===== src/rtl/loss_grad_collector.sv =====
// Collects the loss stage's two skewed gradient columns into rows, buffers them
// in a show-ahead FIFO and hands them to the unified-buffer writer per batch.
module loss_grad_collector #(
    parameter int DATA_WIDTH  = 16,
    parameter int FIFO_DEPTH  = 4,
    parameter int COUNT_WIDTH = 8
) (
    input  logic                   clk,
    input  logic                   rst,
    input  logic                   start_in,
    input  logic [COUNT_WIDTH-1:0] batch_size_in,
    input  logic [DATA_WIDTH-1:0]  gradient_1_in,
    input  logic [DATA_WIDTH-1:0]  gradient_2_in,
    input  logic                   valid_1_in,
    input  logic                   valid_2_in,
    output logic [DATA_WIDTH-1:0]  row_grad_1_out,
    output logic [DATA_WIDTH-1:0]  row_grad_2_out,
    output logic [COUNT_WIDTH-1:0] row_index_out,
    output logic                   row_valid_out,
    input  logic                   row_ready_in,
    output logic                   busy_out,
    output logic                   done_out,
    output logic                   error_out
);
    localparam int PTR_WIDTH = $clog2(FIFO_DEPTH);

    localparam logic [1:0] STATE_IDLE    = 2'd0;
    localparam logic [1:0] STATE_COLLECT = 2'd1;
    localparam logic [1:0] STATE_DRAIN   = 2'd2;
    localparam logic [1:0] STATE_DONE    = 2'd3;

    logic [1:0]             state;
    logic [COUNT_WIDTH-1:0] batch_size;
    logic [COUNT_WIDTH-1:0] rows_in;
    logic [COUNT_WIDTH-1:0] rows_next;

    logic [DATA_WIDTH-1:0]  pend_data [2];
    logic [1:0]             pend_count;
    logic                   pend_slot;

    logic [DATA_WIDTH-1:0]  fifo_g1  [FIFO_DEPTH];
    logic [DATA_WIDTH-1:0]  fifo_g2  [FIFO_DEPTH];
    logic [COUNT_WIDTH-1:0] fifo_idx [FIFO_DEPTH];
    logic [PTR_WIDTH:0]     wr_ptr;
    logic [PTR_WIDTH:0]     rd_ptr;
    logic                   fifo_empty;
    logic                   fifo_full;

    logic collecting, start_ok, stray_beat;
    logic pend_pop, bypass, orphan, pend_push_req, pend_overflow, pend_push;
    logic pair_valid;
    logic [DATA_WIDTH-1:0] pair_g1;
    logic fifo_pop, fifo_push, fifo_drop;

    assign fifo_empty = (wr_ptr == rd_ptr);
    assign fifo_full  = (wr_ptr[PTR_WIDTH] != rd_ptr[PTR_WIDTH]) &&
                        (wr_ptr[PTR_WIDTH-1:0] == rd_ptr[PTR_WIDTH-1:0]);

    assign collecting = (state == STATE_COLLECT);
    assign start_ok   = (state == STATE_IDLE) && start_in;
    assign stray_beat = !collecting && (valid_1_in || valid_2_in);

    // Column 2 always pairs with the oldest column-1 beat; bypass covers skew 0.
    assign pend_pop      = collecting && valid_2_in && (pend_count != 2'd0);
    assign bypass        = collecting && valid_2_in && (pend_count == 2'd0) && valid_1_in;
    assign orphan        = collecting && valid_2_in && (pend_count == 2'd0) && !valid_1_in;
    assign pend_push_req = collecting && valid_1_in && !bypass;
    assign pend_overflow = pend_push_req && (pend_count == 2'd2) && !pend_pop;
    assign pend_push     = pend_push_req && !pend_overflow;
    assign pend_slot     = (pend_count == 2'd2) || ((pend_count == 2'd1) && !pend_pop);

    assign pair_valid = pend_pop || bypass;
    assign pair_g1    = pend_pop ? pend_data[0] : gradient_1_in;
    assign rows_next  = rows_in + {{(COUNT_WIDTH-1){1'b0}}, pair_valid};

    // A full FIFO still accepts a row when the head leaves in the same cycle.
    assign fifo_pop  = !fifo_empty && row_ready_in;
    assign fifo_push = pair_valid && (!fifo_full || fifo_pop);
    assign fifo_drop = pair_valid && fifo_full && !fifo_pop;

    always_ff @(posedge clk) begin
        if (!rst) begin
            state      <= STATE_IDLE;
            batch_size <= '0;
            rows_in    <= '0;
            pend_count <= 2'd0;
            wr_ptr     <= '0;
            rd_ptr     <= '0;
            error_out  <= 1'b0;
        end else begin
            case (state)
                STATE_IDLE: begin
                    if (start_in) begin
                        if (batch_size_in != '0) begin
                            state      <= STATE_COLLECT;
                            batch_size <= batch_size_in;
                        end else begin
                            state <= STATE_DONE;
                        end
                    end
                end
                STATE_COLLECT: if (rows_next == batch_size) state <= STATE_DRAIN;
                STATE_DRAIN:   if (fifo_empty) state <= STATE_DONE;
                default:       state <= STATE_IDLE;
            endcase

            rows_in    <= start_ok ? '0 : rows_next;
            pend_count <= start_ok ? 2'd0 : (pend_count - {1'b0, pend_pop} + {1'b0, pend_push});
            error_out  <= (start_ok ? 1'b0 : error_out) |
                          orphan | pend_overflow | fifo_drop | stray_beat;

            if (fifo_push) wr_ptr <= wr_ptr + {{PTR_WIDTH{1'b0}}, 1'b1};
            if (fifo_pop)  rd_ptr <= rd_ptr + {{PTR_WIDTH{1'b0}}, 1'b1};
        end
    end

    // Storage arrays carry no reset; occupancy is tracked by the counters above.
    always_ff @(posedge clk) begin
        if (pend_pop)  pend_data[0] <= pend_data[1];
        if (pend_push) pend_data[pend_slot] <= gradient_1_in;
        if (fifo_push) begin
            fifo_g1[wr_ptr[PTR_WIDTH-1:0]]  <= pair_g1;
            fifo_g2[wr_ptr[PTR_WIDTH-1:0]]  <= gradient_2_in;
            fifo_idx[wr_ptr[PTR_WIDTH-1:0]] <= rows_in;
        end
    end

    assign row_valid_out  = !fifo_empty;
    assign row_grad_1_out = row_valid_out ? fifo_g1[rd_ptr[PTR_WIDTH-1:0]]  : '0;
    assign row_grad_2_out = row_valid_out ? fifo_g2[rd_ptr[PTR_WIDTH-1:0]]  : '0;
    assign row_index_out  = row_valid_out ? fifo_idx[rd_ptr[PTR_WIDTH-1:0]] : '0;
    assign busy_out       = (state == STATE_COLLECT) || (state == STATE_DRAIN);
    assign done_out       = (state == STATE_DONE);

endmodule


===== config.mk =====
export PLATFORM = sky130hd
export DESIGN_NAME = loss_grad_collector
export DESIGN_NICKNAME = d
export VERILOG_FILES = /design/src/rtl/loss_grad_collector.sv
export SDC_FILE = /design/constraint.sdc
export NUM_CORES = 1
export LEC_CHECK = 0
export BUFFER_PORTS_ARGS = -buffer_cell sky130_fd_sc_hd__buf_2
export CAP_MARGIN = 20
export CORE_MARGIN = 2
export CORE_UTILIZATION = 32
export CTS_CLUSTER_SIZE = 8
export DETAILED_ROUTE_END_ITERATION = 10
export HOLD_SLACK_MARGIN = 0.03
export PLACE_DENSITY = 0.57
export SLEW_MARGIN = 20
export SYNTH_ARGS = -nofsm -noshare
export SYNTH_HDL_FRONTEND = slang
export SYNTH_SLANG_ARGS = --single-unit

===== constraint.sdc =====
create_clock -name clk -period 3 [get_ports clk]
set_clock_uncertainty 0.05 [all_clocks]
set_input_delay 0.3 -clock clk [delete_from_list [all_inputs] [get_ports clk]]
set_output_delay 0.3 -clock clk [all_outputs]
set_load 0.03 [all_outputs]

==> impl_metrics.json <==
{
  "wl_per_cell_um": 17.54,
  "min_to": "batch_size[6]",
  "comb_power_share": 0.180,
  "crit_required_ps": 3410,
  "cpPeakStageDelay_ps": 370,
  "syn_area_um2": 9107,
  "worst_pin_slew_ps": 791.6,
  "clock_power_share": 0.380,
  "arrival_ps": 3230,
  "fmax_mhz": 353.8,
  "die_area_um2": 29830,
  "yosys-top-cells-area": "edfxtp_1 63%, mux4_2 9.9%, dfxtp_1 6.4%",
  "wl_mm": 19.12,
  "p_sw_mw": 2.091,
  "yosysMostFrequentCell": "edfxtp_1",
  "swShare": 0.2601,
  "row_count": 61,
  "grt_pass1_vias": 5501,
  "hpwl_mm": 11.53,
  "ios": 90,
  "rr_endpoint": "state[0]",
  "htree_levels": 1,
  "track_usage": 0.1269,
  "synth_common_cells": "192 x edfxtp_1, 61 x nand2_1, 47 x and2_1",
  "synth_ff_type": "edfxtp_1",
  "firstDrtPassIters": 4,
  "antenna_found_initial": 1,
  "critPathKind": "reg -> reg",
  "ff2ff_path_depth": 12,
  "start_kind": "register",
  "drive_above_1_share": 0.3010,
  "grt_max_degree": 42,
  "drtAntennaViolNets": 0,
  "final_area_um2": 11400,
  "drt_iter0_markers": 344,
  "num_vias": 5142,
  "coreArea_um2": 27930,
  "cts.path.max_buffers": 3,
  "place.gp.congestion": 0.8228,
  "vias_per_cell": 4.717,
  "slew_violations": 0,
  "cp_top_family": "compound AO/OA/AOI/OAI gates",
  "min_from": "start_in",
  "cp_slowest_cell": "o41ai_2",
  "status": "finished clean",
  "die_x_um": 172.7,
  "ir_drop_mv": 0.3880,
  "crit_path_max_fanout": 4,
  "share_seq_of_total_power": 0.440,
  "cts.sinks": 221,
  "clkLatencyLatePin_ps": 530,
  "cts_tree": "yes",
  "drv_cap": 0,
  "ys.warnings.count": 0,
  "path_depth": 12,
  "cp-end-kind": "register",
  "finalSetupTns_ps": 0,
  "place_area_um2": 10110,
  "io_buffers": 89,
  "async_flop_share": 0,
  "power_leakage_nw": 4.084,
  "holdPathStages": 3,
  "synthToLayoutAreaGrowth_pct": 25.14,
  "syn_avg_cell_area_um2": 16.74,
  "fin_crit_sh": 0.9421,
  "reg2reg_setup_slack_ps": 170,
  "finalCriticalPeriod_ps": 2826,
  "synth-seq-area-share": 0.6968,
  "drc": 0,
  "hold_viol_final": 0,
  "cts_buffers": 31,
  "yosys.cell_types.count": 50,
  "grt_pass1_wl_mm": 30.22,
  "synth_top_cell_by_area": "edfxtp_1",
  "relSlewSlack": 0.4723,
  "path_clk_slew_ps": 50,
  "start_util": 0.3260,
  "ctsRootBufferMaster": "clkbuf_16",
  "die_h_um": 172.7,
  "setup_viol_count_final": 0,
  "powerDensity_nw_per_um2": 705.3,
  "timing.rr.start": "state[1]",
  "grt_setup_unrepaired": "no",
  "overflow": 0,
  "worst-path-buf-inv": 1,
  "p_int_mw": 5.947,
  "syn_inst": 544,
  "syn-num-nets": 603,
  "crit_chain": "inv_1 > ha_1 > nand2_1 > nor2_2 > ha_2 > ha_2 > xor2_1 > a211oi_2 > nand2_1 > a2111o_1 > o41ai_2 > mux2i_1",
  "synth-edff-count": 192,
  "ys_ff_latch": 221,
  "hp-class": "in -> reg",
  "synth_top_area_frac": 0.6331,
  "nets": 759
}
==> cell usage in the layout (no fill, tap or decap), types with 2 or more instances in the layout <==
cell           count
a21oi_1            3
a32oi_1            2
and2_1            43
and2_2             4
and3_1             5
buf_12             5
buf_2             89
buf_4             10
clkbuf_1          11
clkbuf_16         31
dfxtp_1           27
dfxtp_2            2
dlygate4sd3_1     40
edfxtp_1         192
ha_1              11
ha_2               2
inv_1              6
mux2_2            17
mux2i_1            9
mux4_2            40
nand2_1           61
nand2b_1           3
nand3_1            3
nor2_1            13
nor2_2             2
nor2b_1           15
nor3_1             4
nor4_1             3
o21ai_0            3
or3_1              2
xnor2_1           12
xnor2_2            2
xor2_1             8
==> worst register-to-register path, delay by kind of cell, from the launching register on <==
family / cells / cell delay [ps]
AO/OA/AOI/OAI: 3 / 920
XOR/XNOR: 1 / 160
adder cells (fa/ha/maj): 3 / 670
buffers and inverters: 1 / 90
flip-flops: 1 / 340
multiplexers: 1 / 230
AND/OR/NAND/NOR: 3 / 290
==> cells by family after synthesis <==
logic type,share of synthesized area
AND/OR/NAND/NOR,0.09809
adder cells (fa/ha/maj),0.01786
buffers and inverters,0.01236
multiplexers,0.1298
AO/OA/AOI/OAI,0.01882
XOR/XNOR,0.02624
flip-flops,0.6968
==> per-layer routing <==
metal / part of all wire / vias up / global-route usage / wire, um
met5: 0 / - / 0 / 0
met4: 0.021 / 0 / 0.03672 / 401
met3: 0.038 / 42 / 0.02243 / 732
met2: 0.50 / 121 / 0.2204 / 9477
met1: 0.45 / 2600 / 0.1633 / 8510
li1: - / 2379 / - / -
==> power groups by stage <==
stage,registers (mW),clock network [mW],logic [mW]
finish,3.54,3.05,1.45
global route,3.54,3.28,1.58
CTS,3.54,3.15,1.48
detailed placement,3.59,0,1.43
global placement,3.58,0,1.40
floorplan,3.58,0,1.02
==> registers in the layout, indices dropped and copies added, names as in the netlist, named ones only <==
signal,cells
error_out,1
state,2
rd_ptr,3
fifo_idx,32
pend_count,2
pend_data,32
wr_ptr,3
fifo_g1,64
fifo_g2,64
batch_size,8
rows_in,8
==> repair_timing <==
action	CTS	global route
buffers inserted	0	1
gates resized for setup	0	8
hold buffers	40	0
endpoints found under the hold margin	88	0
setup endpoints to repair	0	2
==> how the worst max path moves through the flow <==
stage | start | to | slack, ps
2_1_floorplan | state[1] | fifo_g1[3][0] | 330
3_3_place_gp | valid_1_in | state[1] | 230
3_5_place_dp | pend_count[1] | state[0] | 130
4_1_cts | pend_count[1] | state[0] | 100
5_1_grt | state[1] | state[0] | 20
6_report | state[1] | state[0] | 170
==> per-stage QoR <==
step | util | total power [mW] | std cells | setup slack (ps) | hold WS, ps
2_1_floorplan | - | 4.597 | 544 | 329.6 | 348.9
4_1_cts | 0.4065 | 8.160 | 1088 | 95.73 | 30.49
3_5_place_dp | 0.3621 | 5.023 | 1004 | 134.4 | 458.2
5_1_grt | 0.4080 | 8.402 | 1090 | 22.31 | 84.63
3_3_place_gp | 0.3621 | 4.987 | 1004 | 225.7 | 442.2
6_report | 0.4080 | 8.038 | 1090 | 173.7 | 61.26
==> area by class of cell <==
cell class,instances,area [um^2]
well taps,378,473.0
multi-input cells,295,2686
repair buffers,144,1021
diodes,1,2.502
flip-flops and latches,221,6349
clock buffers,43,830.8
inverters,7,26.28
fillers,2605,16540
clock inverters,1,8.758
(Power assumes the default switching activity.)
